File: src/rtl/chase_pkg.sv
// Shared types and constants for the chasing-LED monitor: FSM states,
// error codes and the LED bank width.
package chase_pkg;

    localparam int LED_N = 16;
    localparam int POS_W = 4;

    typedef enum logic [1:0] {
        ST_IDLE     = 2'd0,
        ST_LOCK     = 2'd1,
        ST_TRACK_UP = 2'd2,
        ST_TRACK_DN = 2'd3
    } state_e;

    localparam logic [1:0] ERR_NONE    = 2'd0;
    localparam logic [1:0] ERR_ONEHOT  = 2'd1;
    localparam logic [1:0] ERR_JUMP    = 2'd2;
    localparam logic [1:0] ERR_REVERSE = 2'd3;

endpackage

File: src/rtl/onehot_enc.sv
// Combinational 16-to-4 encoder; valid is high only when exactly one LED is lit.
module onehot_enc
    import chase_pkg::*;
(
    input  logic [LED_N-1:0] led,
    output logic [POS_W-1:0] idx,
    output logic             valid
);

    logic [POS_W:0] ones_s;

    // Count lit LEDs and remember the index of the highest one seen.
    always_comb begin
        ones_s = 5'd0;
        idx    = 4'd0;
        for (int i = 0; i < LED_N; i++) begin
            if (led[i]) begin
                ones_s = ones_s + 5'd1;
                idx    = 4'(i);
            end else begin
                ones_s = ones_s;
            end
        end
        valid = (ones_s == 5'd1);
    end

endmodule

File: src/rtl/chase_monitor.sv
// Tracks a single lit LED sweeping back and forth, flagging stalls, counting
// end reversals and latching the first protocol error since the last clear.
module chase_monitor
    import chase_pkg::*;
#(
    parameter int STALL_LIM = 4,
    parameter int CNT_W     = 8
) (
    input  logic                 clk,
    input  logic                 reset,
    input  logic                 sample,
    input  logic [LED_N-1:0]     led_in,
    input  logic                 clear,
    output logic [POS_W-1:0]     pos,
    output logic                 pos_valid,
    output logic                 dir,
    output logic                 locked,
    output logic                 stalled,
    output logic [CNT_W-1:0]     bounce_cnt,
    output logic                 err,
    output logic [1:0]           err_code
);

    localparam logic [7:0]       STALL_MAX  = 8'(STALL_LIM);
    localparam logic [CNT_W-1:0] BOUNCE_MAX = {CNT_W{1'b1}};

    logic [POS_W-1:0] n_s;
    logic             onehot_s;

    state_e           state_r,      state_nxt_s;
    logic [POS_W-1:0] pos_r,        pos_nxt_s;
    logic             pos_valid_r,  pos_valid_nxt_s;
    logic             dir_r,        dir_nxt_s;
    logic             locked_r,     locked_nxt_s;
    logic             stalled_r,    stalled_nxt_s;
    logic [7:0]       stall_cnt_r,  stall_cnt_nxt_s;
    logic [CNT_W-1:0] bounce_cnt_r, bounce_cnt_nxt_s;
    logic             err_r,        err_nxt_s;
    logic [1:0]       err_code_r,   err_code_nxt_s;

    logic             err_hit_s;
    logic [1:0]       err_new_s;
    logic             bounce_hit_s;
    logic             step_up_s;
    logic             step_dn_s;
    logic             same_s;

    onehot_enc u_enc (
        .led   (led_in),
        .idx   (n_s),
        .valid (onehot_s)
    );

    // Five-bit compares so that 15+1 and 0-1 never alias onto a real index.
    assign step_up_s = (({1'b0, pos_r} + 5'd1) == {1'b0, n_s});
    assign step_dn_s = (({1'b0, n_s} + 5'd1) == {1'b0, pos_r});
    assign same_s    = (n_s == pos_r);

    // Next-state and next-output logic for one qualified sample.
    always_comb begin
        state_nxt_s     = state_r;
        pos_nxt_s       = pos_r;
        pos_valid_nxt_s = pos_valid_r;
        dir_nxt_s       = dir_r;
        stall_cnt_nxt_s = stall_cnt_r;
        err_hit_s       = 1'b0;
        err_new_s       = ERR_NONE;
        bounce_hit_s    = 1'b0;

        if (!sample) begin
            state_nxt_s = state_r;
        end else if (!onehot_s) begin
            err_hit_s       = 1'b1;
            err_new_s       = ERR_ONEHOT;
            pos_valid_nxt_s = 1'b0;
            stall_cnt_nxt_s = 8'd0;
            state_nxt_s     = ST_IDLE;
        end else begin
            pos_nxt_s       = n_s;
            pos_valid_nxt_s = 1'b1;
            if (pos_valid_r && same_s) begin
                stall_cnt_nxt_s = (stall_cnt_r == STALL_MAX) ? stall_cnt_r : stall_cnt_r + 8'd1;
            end else begin
                stall_cnt_nxt_s = 8'd0;
            end

            case (state_r)
                ST_IDLE: state_nxt_s = ST_LOCK;
                ST_LOCK: begin
                    if (same_s) begin
                        state_nxt_s = ST_LOCK;
                    end else if (step_up_s) begin
                        state_nxt_s = ST_TRACK_UP;
                        dir_nxt_s   = 1'b0;
                    end else if (step_dn_s) begin
                        state_nxt_s = ST_TRACK_DN;
                        dir_nxt_s   = 1'b1;
                    end else begin
                        err_hit_s   = 1'b1;
                        err_new_s   = ERR_JUMP;
                        state_nxt_s = ST_IDLE;
                    end
                end
                ST_TRACK_UP: begin
                    if (step_up_s || same_s) begin
                        state_nxt_s = ST_TRACK_UP;
                    end else if (pos_r == 4'd15 && n_s == 4'd14) begin
                        state_nxt_s  = ST_TRACK_DN;
                        dir_nxt_s    = 1'b1;
                        bounce_hit_s = 1'b1;
                    end else begin
                        err_hit_s   = 1'b1;
                        err_new_s   = step_dn_s ? ERR_REVERSE : ERR_JUMP;
                        state_nxt_s = ST_IDLE;
                    end
                end
                ST_TRACK_DN: begin
                    if (step_dn_s || same_s) begin
                        state_nxt_s = ST_TRACK_DN;
                    end else if (pos_r == 4'd0 && n_s == 4'd1) begin
                        state_nxt_s  = ST_TRACK_UP;
                        dir_nxt_s    = 1'b0;
                        bounce_hit_s = 1'b1;
                    end else begin
                        err_hit_s   = 1'b1;
                        err_new_s   = step_up_s ? ERR_REVERSE : ERR_JUMP;
                        state_nxt_s = ST_IDLE;
                    end
                end
                default: state_nxt_s = ST_IDLE;
            endcase
        end
    end

    // Sticky error and bounce counter; a same-cycle event beats clear.
    always_comb begin
        if (err_hit_s) begin
            err_nxt_s      = 1'b1;
            err_code_nxt_s = (!err_r || clear) ? err_new_s : err_code_r;
        end else if (clear) begin
            err_nxt_s      = 1'b0;
            err_code_nxt_s = ERR_NONE;
        end else begin
            err_nxt_s      = err_r;
            err_code_nxt_s = err_code_r;
        end

        if (bounce_hit_s) begin
            if (clear) begin
                bounce_cnt_nxt_s = CNT_W'(1);
            end else if (bounce_cnt_r == BOUNCE_MAX) begin
                bounce_cnt_nxt_s = bounce_cnt_r;
            end else begin
                bounce_cnt_nxt_s = bounce_cnt_r + CNT_W'(1);
            end
        end else if (clear) begin
            bounce_cnt_nxt_s = {CNT_W{1'b0}};
        end else begin
            bounce_cnt_nxt_s = bounce_cnt_r;
        end

        locked_nxt_s  = (state_nxt_s == ST_TRACK_UP) || (state_nxt_s == ST_TRACK_DN);
        stalled_nxt_s = (stall_cnt_nxt_s == STALL_MAX);
    end

    // State and output registers with synchronous reset.
    always_ff @(posedge clk) begin
        if (reset) begin
            state_r      <= ST_IDLE;
            pos_r        <= 4'd0;
            pos_valid_r  <= 1'b0;
            dir_r        <= 1'b0;
            locked_r     <= 1'b0;
            stalled_r    <= 1'b0;
            stall_cnt_r  <= 8'd0;
            bounce_cnt_r <= {CNT_W{1'b0}};
            err_r        <= 1'b0;
            err_code_r   <= ERR_NONE;
        end else begin
            state_r      <= state_nxt_s;
            pos_r        <= pos_nxt_s;
            pos_valid_r  <= pos_valid_nxt_s;
            dir_r        <= dir_nxt_s;
            locked_r     <= locked_nxt_s;
            stalled_r    <= stalled_nxt_s;
            stall_cnt_r  <= stall_cnt_nxt_s;
            bounce_cnt_r <= bounce_cnt_nxt_s;
            err_r        <= err_nxt_s;
            err_code_r   <= err_code_nxt_s;
        end
    end

    assign pos        = pos_r;
    assign pos_valid  = pos_valid_r;
    assign dir        = dir_r;
    assign locked     = locked_r;
    assign stalled    = stalled_r;
    assign bounce_cnt = bounce_cnt_r;
    assign err        = err_r;
    assign err_code   = err_code_r;

endmodule

File: config.mk
export PLATFORM = sky130hd
export DESIGN_NAME = chase_monitor
export DESIGN_NICKNAME = d
export VERILOG_FILES = /design/src/rtl/chase_pkg.sv /design/src/rtl/onehot_enc.sv /design/src/rtl/chase_monitor.sv
export SDC_FILE = /design/constraint.sdc
export NUM_CORES = 1
export LEC_CHECK = 0
export CORE_MARGIN = 4
export CORE_UTILIZATION = 55
export CTS_BUF_LIST = sky130_fd_sc_hd__clkbuf_4 sky130_fd_sc_hd__clkbuf_8
export DETAILED_ROUTE_END_ITERATION = 7
export PLACE_DENSITY = 0.75
export SYNTH_ARGS = -nofsm -noshare
export SYNTH_HDL_FRONTEND = slang
export SYNTH_HIERARCHICAL = 1
export SYNTH_SLANG_ARGS = --single-unit
export TNS_END_PERCENT = 1
File: constraint.sdc
create_clock -name clk -period 18.78 [get_ports clk]
set_clock_uncertainty 0.1 [all_clocks]
set_input_delay 5.634 -clock clk [delete_from_list [all_inputs] [get_ports clk]]
set_output_delay 5.634 -clock clk [all_outputs]
set_load 0.005 [all_outputs]
==> results of run 1 <==
==> metrics by stage <==
stage,hold slack (ns),area [µm²],worst slack (ns),util
floorplan,0.352,3660,3.89,-
global placement,0.352,3960,2.58,0.620
detailed placement,0.358,3960,2.12,0.620
CTS,0.366,4080,2.42,0.639
global route,0.388,4080,1.61,0.639
finish,0.360,4080,2.39,0.639
==> sequential cells by signal (all words and copies together), names as in the netlist, 2 cells and up <==
| signal | flops |
|---|---|
| pos | 4 |
| stall_cnt_r | 8 |
| state_r | 2 |
| err_code | 2 |
| bounce_cnt | 8 |
==> cell families (layout without fill, tap and decap cells) <==
kind of cell / count (synthesis) / after routing / synth area share
adders and majority gates: 24 / 24 / 0.0815
DFF: 29 / 29 / 0.159
AOI/OAI and AO/OA: 121 / 121 / 0.218
buffers and inverters: 48 / 72 / 0.0743
xor gates and xnor gates: 58 / 58 / 0.189
muxes: 7 / 7 / 0.0205
and+or+nand+nor: 181 / 181 / 0.258
==> where the power goes <==
group	internal, µW	switching [µW]
clock	44.6	24.3
sequential	67.4	8.84
combinational	151	182
total	263	216
==> metal layers <==
layer  share of wire  vias up  track usage
li1                -     1751            -
met1            0.49     1581        0.298
met2            0.45       90        0.334
met3           0.048        5       0.0341
met4          0.0045        0       0.0325
met5               0        -            0
==> cells in the final DEF (no fill, tap or decap), types with 5 or more instances in the layout <==
master	n
nand4_1	7
inv_1	24
nor3b_1	6
clkbuf_8	6
nand3_1	21
nor2b_1	5
clkdlybuf4s50_1	38
o31ai_1	8
dfxtp_1	29
ha_1	23
xnor2_1	21
a21oi_1	36
or3_1	5
a31oi_1	8
nor3_1	5
o21ai_0	23
nand3b_1	6
nand2_1	51
o211a_1	5
and3_1	6
xor2_1	24
nor2_1	41
or4_1	5
==> how the worst max path moves through the flow <==
stage	end	startpoint	cells after the start	slack (ns)
2_1_floorplan	stalled	led_in[0]	51	3.89
3_3_place_gp	bounce_cnt[5]	led_in[1]	50	2.58
3_5_place_dp	bounce_cnt[5]	led_in[0]	50	2.12
4_1_cts	bounce_cnt[7]	led_in[0]	50	2.42
5_1_grt	bounce_cnt[7]	led_in[1]	50	1.61
6_report	bounce_cnt[5]	led_in[0]	50	2.39
==> tightest hold or removal path: stages (launching register included) <==
cell	delay, ns
dfxtp_1	0.31
nand2_1	0.05
o21ai_0	0.06
==> area by class of cell <==
cell class	count	area share
Inverter	25	0.0230
Sequential cell	29	0.142
Timing Repair Buffer	39	0.0950
Multi-Input combinational cell	391	0.687
Tap cell	77	0.0236
Clock inverter	1	0.00736
Clock buffer	7	0.0221
==> flow_summary.yaml, run 1 <==
run_status:
  outcome: "finished, final reports clean"
power_and_ir_drop:
  design_power_total_uw: 479
  ir_drop_mv: 0.0868
  power.static_leakage_uw: 0.00151
  power_density_nw_per_um2: 117
place:
  hpwlAfterDp_mm: 6.23
  finalWeightedCongestion: 0.888
  placement.io_buffers: 38
  numPlacedInstances: 561
clocking:
  clkSinkCount: 29
  htreeDepth: 2
  clk_root_buffer_cell: "clkbuf_8"
  cts.path.max_buffers: 2
  clkSlewWorstSetupHoldPaths_ns: 0.07
  post_cts_resized: 0
  cts_tree: "done"
  postCtsSetupRepairBufs: 0
  skew_pair_late_insertion_delay_ns: 0.29
  cts_buffers: 5
  cts_hold_buffers: 0
drt:
  number_of_vias_in_the_routed_layout: 3427
  wirelength_mm: 8.07
  drt_first_iter_violations: 281
  drc_violations: 0
  routed_via_density: 6.02
  wl_per_cell_um: 14.2
  drt_first_pass_iters: 6
  antenna_left: 0
cells_and_area:
  seq_area_um2: 581
  post_route_cells_drive_above_1_share: 0.0732
  syn2layout_area_growth_pct: 11.7
  final_cell_count_no_fill: 569
  n_fill_cell: 547
  multiInputGateArea_um2: 2800
  antenna_cells_inserted: 0
  nets: 534
synth:
  synthTopCellsByArea: "dfxtp_1 (16%), ha_1 (7.9%), xor2_1 (5.7%)"
  synth.most_common_cell: "nand2_1"
  synth_flop_cell: "dfxtp_1"
  synthesis.area_um2: 3660
  netlist_top_cells_count: "nand2_1 (51), nor2_1 (41), a21oi_1 (36), dfxtp_1 (29)"
  synth.distinct_cells: 78
  netlist.top_cell.by_area: "dfxtp_1"
  synth_enable_flop_cells: 0
  postSynthAreaPerCell_um2: 7.81
  number_of_storage_elements_in_the_synthesis_netlist: 29
  yosysSeqAreaShare: 0.159
  synth_cells: 468
  yosysWarningCount: 6
  async_reset_ff_frac: 0
  synth_largest_type_area_fraction: 0.159
  synth_fp_nets: 511
sta:
  timing.final.hold_violations: 0
  finalMaxSlewViolations: 0
  totalNegativeSetupSlack_ns: 0
  grt_setup_unrepaired: "false"
  timing.final.setup_violations: 0
  max_freq_mhz: 61.0
  tightestPinTransition_ns: 1.13
  min_period_over_period: 0.873
  finalCriticalPeriod_ns: 16.39
  slew_headroom: 0.238
run:
  maxCapViolCount: 0
worst_setup_path:
  worst_setup_path_start_kind: "input port"
  buf_inv_on_cp: 4
  cpMaxStageDelayCell: "or4_1"
  critPathArrivalTime_ns: 16.52
  crit_path_end_kind: "flop"
  timing.rr.start: "pos[1]"
  cp_slowest_stage_delay_ns: 0.52
  reg2reg_depth: 7
  cpMostUsedCell: "ha_1"
  critPathTopFamily: "adder cells"
  regToRegSetupSlack_ns: 15.97
  critPathMaxFanout: 14
  required_ns: 18.91
  regToRegEndpoint: "bounce_cnt[5]"
  worst-setup-path-type: "input port to flop"
min_path:
  hold_path.startpoint: "err_code[1]"
  worst_hold_path.num_cells: 2
  worst_hold_endpoint: "err_code[1]"
  hold_path.class: "flop to flop"
global_route:
  vias_in_the_first_global_route: 3069
  grt_pass1_wl_mm: 13.6
  globalRouteTotalUtil: 0.208
  grt_remaining_overflow: 0
  antenna_found_initial: 0
  grt_start_max_net_pins: 24
floorplanning:
  io_pins: 39
  row_count: 29
  core_area_um2: 6390
  fp.dieW_um: 89.5
  die_height_um: 89.5
  initial_core_utilization: 0.572
  fp.dieArea_um2: 8020
(Power assumes the default switching activity.)
==> run 2: changes to the inputs <==
ABC_CLOCK_PERIOD_IN_PS = 18780   (was unset)
==> results of run 2 <==
The final DEF is identical to that of run 1; final timing and power are the same.
